--- src/rtl/mem_stage_pkg.sv ---
// Shared widths, load-type codes and bus layouts for the MEM pipeline stage.
// The EX->MEM bus layout must match the EX stage packing bit for bit.
package mem_stage_pkg;

    localparam int EX_TO_MEM_WD = 79;
    localparam int MEM_TO_WB_WD = 70;
    localparam int MEM_TO_ID_WD = 38;
    localparam int STALL_BUS    = 6;
    localparam int STALL_MEM    = 3;
    localparam int STALL_WB     = 4;

    typedef enum logic [2:0] {
        LD_NONE = 3'd0,
        LD_LB   = 3'd1,
        LD_LBU  = 3'd2,
        LD_LH   = 3'd3,
        LD_LHU  = 3'd4,
        LD_LW   = 3'd5
    } load_type_e;

    typedef struct packed {
        logic [31:0] pc;
        logic        ram_en;
        logic [3:0]  ram_wen;
        logic        sel_rf_res;
        logic        rf_we;
        logic [4:0]  rf_waddr;
        logic [2:0]  load_type;
        logic [31:0] ex_result;
    } ex_to_mem_t;

    // ram_wen is dropped: the store was already issued from EX.
    typedef struct packed {
        logic [31:0] pc;
        logic        ram_en;
        logic        sel_rf_res;
        logic        rf_we;
        logic [4:0]  rf_waddr;
        logic [2:0]  load_type;
        logic [31:0] ex_result;
    } mem_reg_t;

    // Codes 6 and 7 are reserved and behave like "no load".
    function automatic logic is_load_type(input logic [2:0] lt);
        return (lt >= LD_LB) && (lt <= LD_LW);
    endfunction

    function automatic mem_reg_t to_mem_reg(input ex_to_mem_t ex);
        mem_reg_t r;
        r.pc         = ex.pc;
        r.ram_en     = ex.ram_en;
        r.sel_rf_res = ex.sel_rf_res;
        r.rf_we      = ex.rf_we;
        r.rf_waddr   = ex.rf_waddr;
        r.load_type  = ex.load_type;
        r.ex_result  = ex.ex_result;
        return r;
    endfunction

endpackage

--- src/rtl/mem_stage_load_ext.sv ---
// Load data lane select and sign/zero extension for lb/lbu/lh/lhu/lw.
// Halfword selection ignores off[0]; misalignment is trapped upstream in EX.
module mem_stage_load_ext
    import mem_stage_pkg::*;
(
    input  logic [31:0] rdata,
    input  logic [1:0]  off,
    input  logic [2:0]  load_type,
    output logic [31:0] data
);

    logic [7:0]  lane [4];
    logic [7:0]  byte_sel;
    logic [15:0] half_sel;

    genvar gi;
    generate
        for (gi = 0; gi < 4; gi++) begin : g_lane
            assign lane[gi] = rdata[8*gi +: 8];
        end
    endgenerate

    always_comb begin
        byte_sel = lane[off];
        half_sel = off[1] ? {lane[3], lane[2]} : {lane[1], lane[0]};
        data     = rdata;
        case (load_type)
            LD_LB:   data = {{24{byte_sel[7]}}, byte_sel};
            LD_LBU:  data = {24'd0, byte_sel};
            LD_LH:   data = {{16{half_sel[15]}}, half_sel};
            LD_LHU:  data = {16'd0, half_sel};
            LD_LW:   data = rdata;
            default: data = rdata;
        endcase
    end

endmodule

--- src/rtl/mem_stage.sv ---
// MEM stage of the 5-stage MIPS core: EX->MEM register, load data extension,
// SRAM read-data hold buffer for stalls, and the MEM->WB / MEM->ID buses.
module mem_stage
    import mem_stage_pkg::*;
(
    input  logic                    clk,
    input  logic                    resetn,
    input  logic [STALL_BUS-1:0]    stall,
    input  logic                    flush,
    input  logic [EX_TO_MEM_WD-1:0] ex_to_mem_bus,
    input  logic [31:0]             data_sram_rdata,
    output logic [MEM_TO_WB_WD-1:0] mem_to_wb_bus,
    output logic [MEM_TO_ID_WD-1:0] mem_to_id_bus
);

    ex_to_mem_t  ex_in;
    mem_reg_t    mem_q, mem_d;
    logic        hold_valid_q, hold_valid_d;
    logic [31:0] hold_data_q, hold_data_d;

    logic        is_load;
    logic        bubble;
    logic [31:0] load_src;
    logic [31:0] load_data;
    logic [31:0] rf_wdata;
    logic        unused_bits;

    assign ex_in       = ex_to_mem_t'(ex_to_mem_bus);
    assign unused_bits = ^{ex_in.ram_wen, stall[STALL_BUS-1:STALL_WB+1], stall[STALL_MEM-1:0]};

    assign is_load = mem_q.ram_en & mem_q.sel_rf_res;
    assign bubble  = stall[STALL_MEM] & ~stall[STALL_WB];

    always_comb begin
        mem_d        = mem_q;
        hold_valid_d = hold_valid_q;
        hold_data_d  = hold_data_q;
        if (flush || bubble) begin
            mem_d        = '0;
            hold_valid_d = 1'b0;
            hold_data_d  = '0;
        end else if (!stall[STALL_MEM]) begin
            mem_d        = to_mem_reg(ex_in);
            hold_valid_d = 1'b0;
        end else if (is_load && !hold_valid_q) begin
            // The SRAM only presents read data for one cycle; keep it for the stall.
            hold_valid_d = 1'b1;
            hold_data_d  = data_sram_rdata;
        end
    end

    always_ff @(posedge clk) begin
        if (!resetn) begin
            mem_q        <= '0;
            hold_valid_q <= 1'b0;
            hold_data_q  <= '0;
        end else begin
            mem_q        <= mem_d;
            hold_valid_q <= hold_valid_d;
            hold_data_q  <= hold_data_d;
        end
    end

    assign load_src = hold_valid_q ? hold_data_q : data_sram_rdata;

    mem_stage_load_ext u_load_ext (
        .rdata     (load_src),
        .off       (mem_q.ex_result[1:0]),
        .load_type (mem_q.load_type),
        .data      (load_data)
    );

    assign rf_wdata = (is_load && is_load_type(mem_q.load_type)) ? load_data : mem_q.ex_result;

    assign mem_to_id_bus = {mem_q.rf_we, mem_q.rf_waddr, rf_wdata};
    assign mem_to_wb_bus = {mem_q.pc, mem_to_id_bus};

endmodule
--- config.mk ---
export PLATFORM = sky130hd
export DESIGN_NAME = mem_stage
export DESIGN_NICKNAME = d
export VERILOG_FILES = /design/src/rtl/mem_stage_pkg.sv /design/src/rtl/mem_stage_load_ext.sv /design/src/rtl/mem_stage.sv
export SDC_FILE = /design/constraint.sdc
export NUM_CORES = 1
export LEC_CHECK = 0
export CAP_MARGIN = 20
export CORE_ASPECT_RATIO = 1.5
export CORE_MARGIN = 4
export CORE_UTILIZATION = 45
export DETAILED_ROUTE_END_ITERATION = 6
export HOLD_SLACK_MARGIN = 0.1
export PLACE_DENSITY = 0.94
export SYNTH_ARGS = -nofsm -noshare
export SYNTH_HDL_FRONTEND = slang
export SYNTH_SLANG_ARGS = --single-unit
export TNS_END_PERCENT = 5
--- constraint.sdc ---
create_clock -name clk -period 3.3 [get_ports clk]
set_clock_uncertainty 0.2 [all_clocks]
set_input_delay 0.66 -clock clk [delete_from_list [all_inputs] [get_ports clk]]
set_output_delay 0.66 -clock clk [all_outputs]
set_load 0.01 [all_outputs]
==> summary.txt <==
Synth
  • Ys async rst share: 0
  • Mapped Area: about 0.006 mm2
  • Register area share after synthesis: 0.3643
  • Yosys top cell area share: 0.3643
  • Synthesis-stage register bit count: 108
  • Most common library cells after synthesis: dfxtp_1 (108), mux2i_1 (94), nor2_1 (90)
  • Synth cell types: 53
  • Syn Area/Cell: 9.046 um2
  • Area leader, netlist: dfxtp_1
  • EDFF count, synth: 0
  • Synth Net Count: 776
  • Most used DFF post-synth: dfxtp_1
  • Most common cell in the netlist: dfxtp_1
  • Yosys warning total: 0
  • Synth Instances: 656
  • Top cells by area, synth: dfxtp_1 (36%), mux2i_1 (16%), buf_4 (9.9%)

Drt
  • Residual DRC: 0
  • Vias/cell: 5.453
  • First-pass DRT Iterations: 4
  • Wire length per cell: between 15 and 20 um
  • Initial DRC count: 361
  • Via count: 5,398
  • Routed WL: 18,430 um
  • DRT antenna net count: 0

Global routing
  • Global Route Usage Sum: 0.2395
  • Antenna violations before repair: 1
  • Largest net degree at the start of global routing: 62
  • Aggregate global routing overflow: 0
  • First-pass GRT wire length: 28,320 um
  • Number of global-route vias before repair: around 5,500

STA
  • Slew headroom: 0.5437
  • RSZ-0062 raised after global routing: yes
  • Final WS setup: -0.02535 ns
  • Final slew viol count: 0
  • Final hold slack: roughly 0.25 ns
  • Hold Fails Final Rpt: 0
  • Period utilization: 1.008
  • Final setup viols: 5
  • Final setup TNS: -0.08927 ns
  • Worst-margin pin slew: about 0.68 ns
  • Final min period: 3.325 ns
  • Max Fclk: 300.7 MHz

Setup path
  • Worst-path fanout max: 4
  • Crit path kind: input port to primary output
  • CP arrival: between 2 and 2.5 ns
  • Crit start category: input port
  • CP required: 2.44 ns
  • Crit end category: primary output

CTS
  • CTS Buf Count: 9
  • Clock transition at the registers of the reported paths: 0.07 ns
  • Clk root buf: clkbuf_16
  • Worst skew pair latency: between 0.3 and 0.4 ns
  • Clock Path Buffers: 2
  • CTS tree: built
  • H-tree Lvls: 3
  • Clock sink count: 108

Pwr
  • Seq pwr share: 0.464
  • P_leak: between 3 and 4 nW
  • Sw Share: 0.2562
  • Combinational group share of total power: 0.165
  • Cell internal pwr: ~2.2 mW
  • Clock power frac: 0.371
  • Cell area power density: 354.9 mW/mm2
  • Worst vdd ir: 236.6 uV
  • Switching power: approximately 740 uW

Die
  • Die height: 148.6 um
  • IO Pins: roughly 230
  • Die area: 0.01513 mm2
  • Placeable core area: 0.01295 mm2
  • Core Rows: 51
  • Initial core utilization: 0.4581
  • Chip width: 101.8 um

Placement
  • Port Buffers: 219
  • Dpl ws: -0.5841 ns
  • Post-DP HPWL: 13,710 um
  • Final Wtd Congestion: 0.8804

Layout
  • Area grow syn2layout: 37.44%
  • Final core occ: 0.6297
  • Final nets: 945
  • Filler cell count: ~1,000
  • Share of layout cells above drive strength 1: 0.2398

Run status
  • Status: finished with violations
  • Failing checks: setup timing

Min path
  • Type of the worst min-delay path: flip-flop to flip-flop

Job
  • # Max-Cap Violations: 0
## state kept, by name, indices dropped and copies added (netlist names)
| register | cells |
|---|---|
| mem_q | 37 |
| hold_valid_q | 1 |
| mem_to_wb_bus | 32 |
| mem_to_id_bus | 6 |
| hold_data_q | 32 |
## critical path, stage by stage
cell and delay (ns):
dlygate4sd2_1 0.26, mux4_2 0.48, buf_4 0.16, o2111a_2 0.30, buf_4 0.15, a221oi_2 0.20
o21ai_1 0.10, buf_2 0.16
## metrics by stage
step / power, mW / cell area [um2] / cells
6_report: 2.895 / 8157 / 990
5_1_grt: 3.003 / 8157 / 990
2_1_floorplan: 1.601 / 5934 / 656
3_3_place_gp: 1.846 / 7990 / 967
3_5_place_dp: 1.856 / 8016 / 969
4_1_cts: 2.923 / 8304 / 987
## power groups by stage
stage	combinational (mW)	clock (mW)	sequential, mW
floorplan	0.232	0	1.37
global placement	0.475	0	1.37
detailed placement	0.483	0	1.37
CTS	0.481	1.10	1.34
global route	0.510	1.15	1.35
finish	0.478	1.07	1.34
## worst paths after layout
check,startpoint,slack [ns],depth (start not counted),to
max,data_sram_rdata[23],-0.03,8,mem_to_id_bus[8]
min,hold_data_q[21],0.25,2,hold_data_q[21]
max reg2reg,hold_valid_q,1.55,5,hold_data_q[20]
min reg2reg,hold_data_q[21],0.25,2,hold_data_q[21]
## placed cells by master (no fill, tap or decap), types with 4 or more instances in the layout
master and n:
a21oi_1 36, a221o_1 16, a221oi_2 7, a31oi_1 5, and3_1 4, buf_12 4
buf_2 19, buf_4 56, clkbuf_16 9, clkbuf_2 38, clkdlybuf4s50_1 150, dfxtp_1 103
dfxtp_2 5, dlygate4sd2_1 8, mux2_2 18, mux2i_1 91, mux4_2 10, nand2_1 80
nand3_1 4, nor2_1 89, nor2b_1 4, nor3_1 4, o21ai_1 6
## timing repair
item	CTS	global route
hold buffers	0	0
cloned	1	0
pin swaps	4	7
setup endpoints to repair	64	62
gates resized for setup	166	65
setup buffers	1	2
## metal layers
metal | up-vias | share of wire | GRT usage
met4 | 0 | 0.032 | 0.1051
met1 | 2530 | 0.36 | 0.2783
met3 | 44 | 0.082 | 0.05350
met2 | 270 | 0.52 | 0.4148
met5 | - | 0 | 0
li1 | 2554 | - | -
## cells by family (layout without fill, tap and decap cells)
kind of cell              count (synthesis)  count (layout)  share of synthesized area
and+or+nand+nor                         204             204                     0.1474
buffers and inverters                   127             301                     0.1381
DFF                                     108             108                     0.3643
AOI/OAI and AO/OA                        93              93                     0.1162
muxes                                   123             123                     0.2326
xor gates and xnor gates                  1               1                   0.001476
other                                     0               1                          0
## area by class of cell
cell class / count / area, um2 / area share
Sequential cell: 108 / 2168 / 0.2658
Tap cell: 159 / 198.9 / 0.02439
Clock inverter: 6 / 53.80 / 0.006596
Antenna cell: 1 / 2.502 / 0.0003068
Clock buffer: 10 / 239.0 / 0.02930
Timing Repair Buffer: 282 / 2436 / 0.2987
Inverter: 3 / 11.26 / 0.001381
Multi-Input combinational cell: 421 / 3047 / 0.3735
No activity file was read; power rests on OpenSTA's default activity.
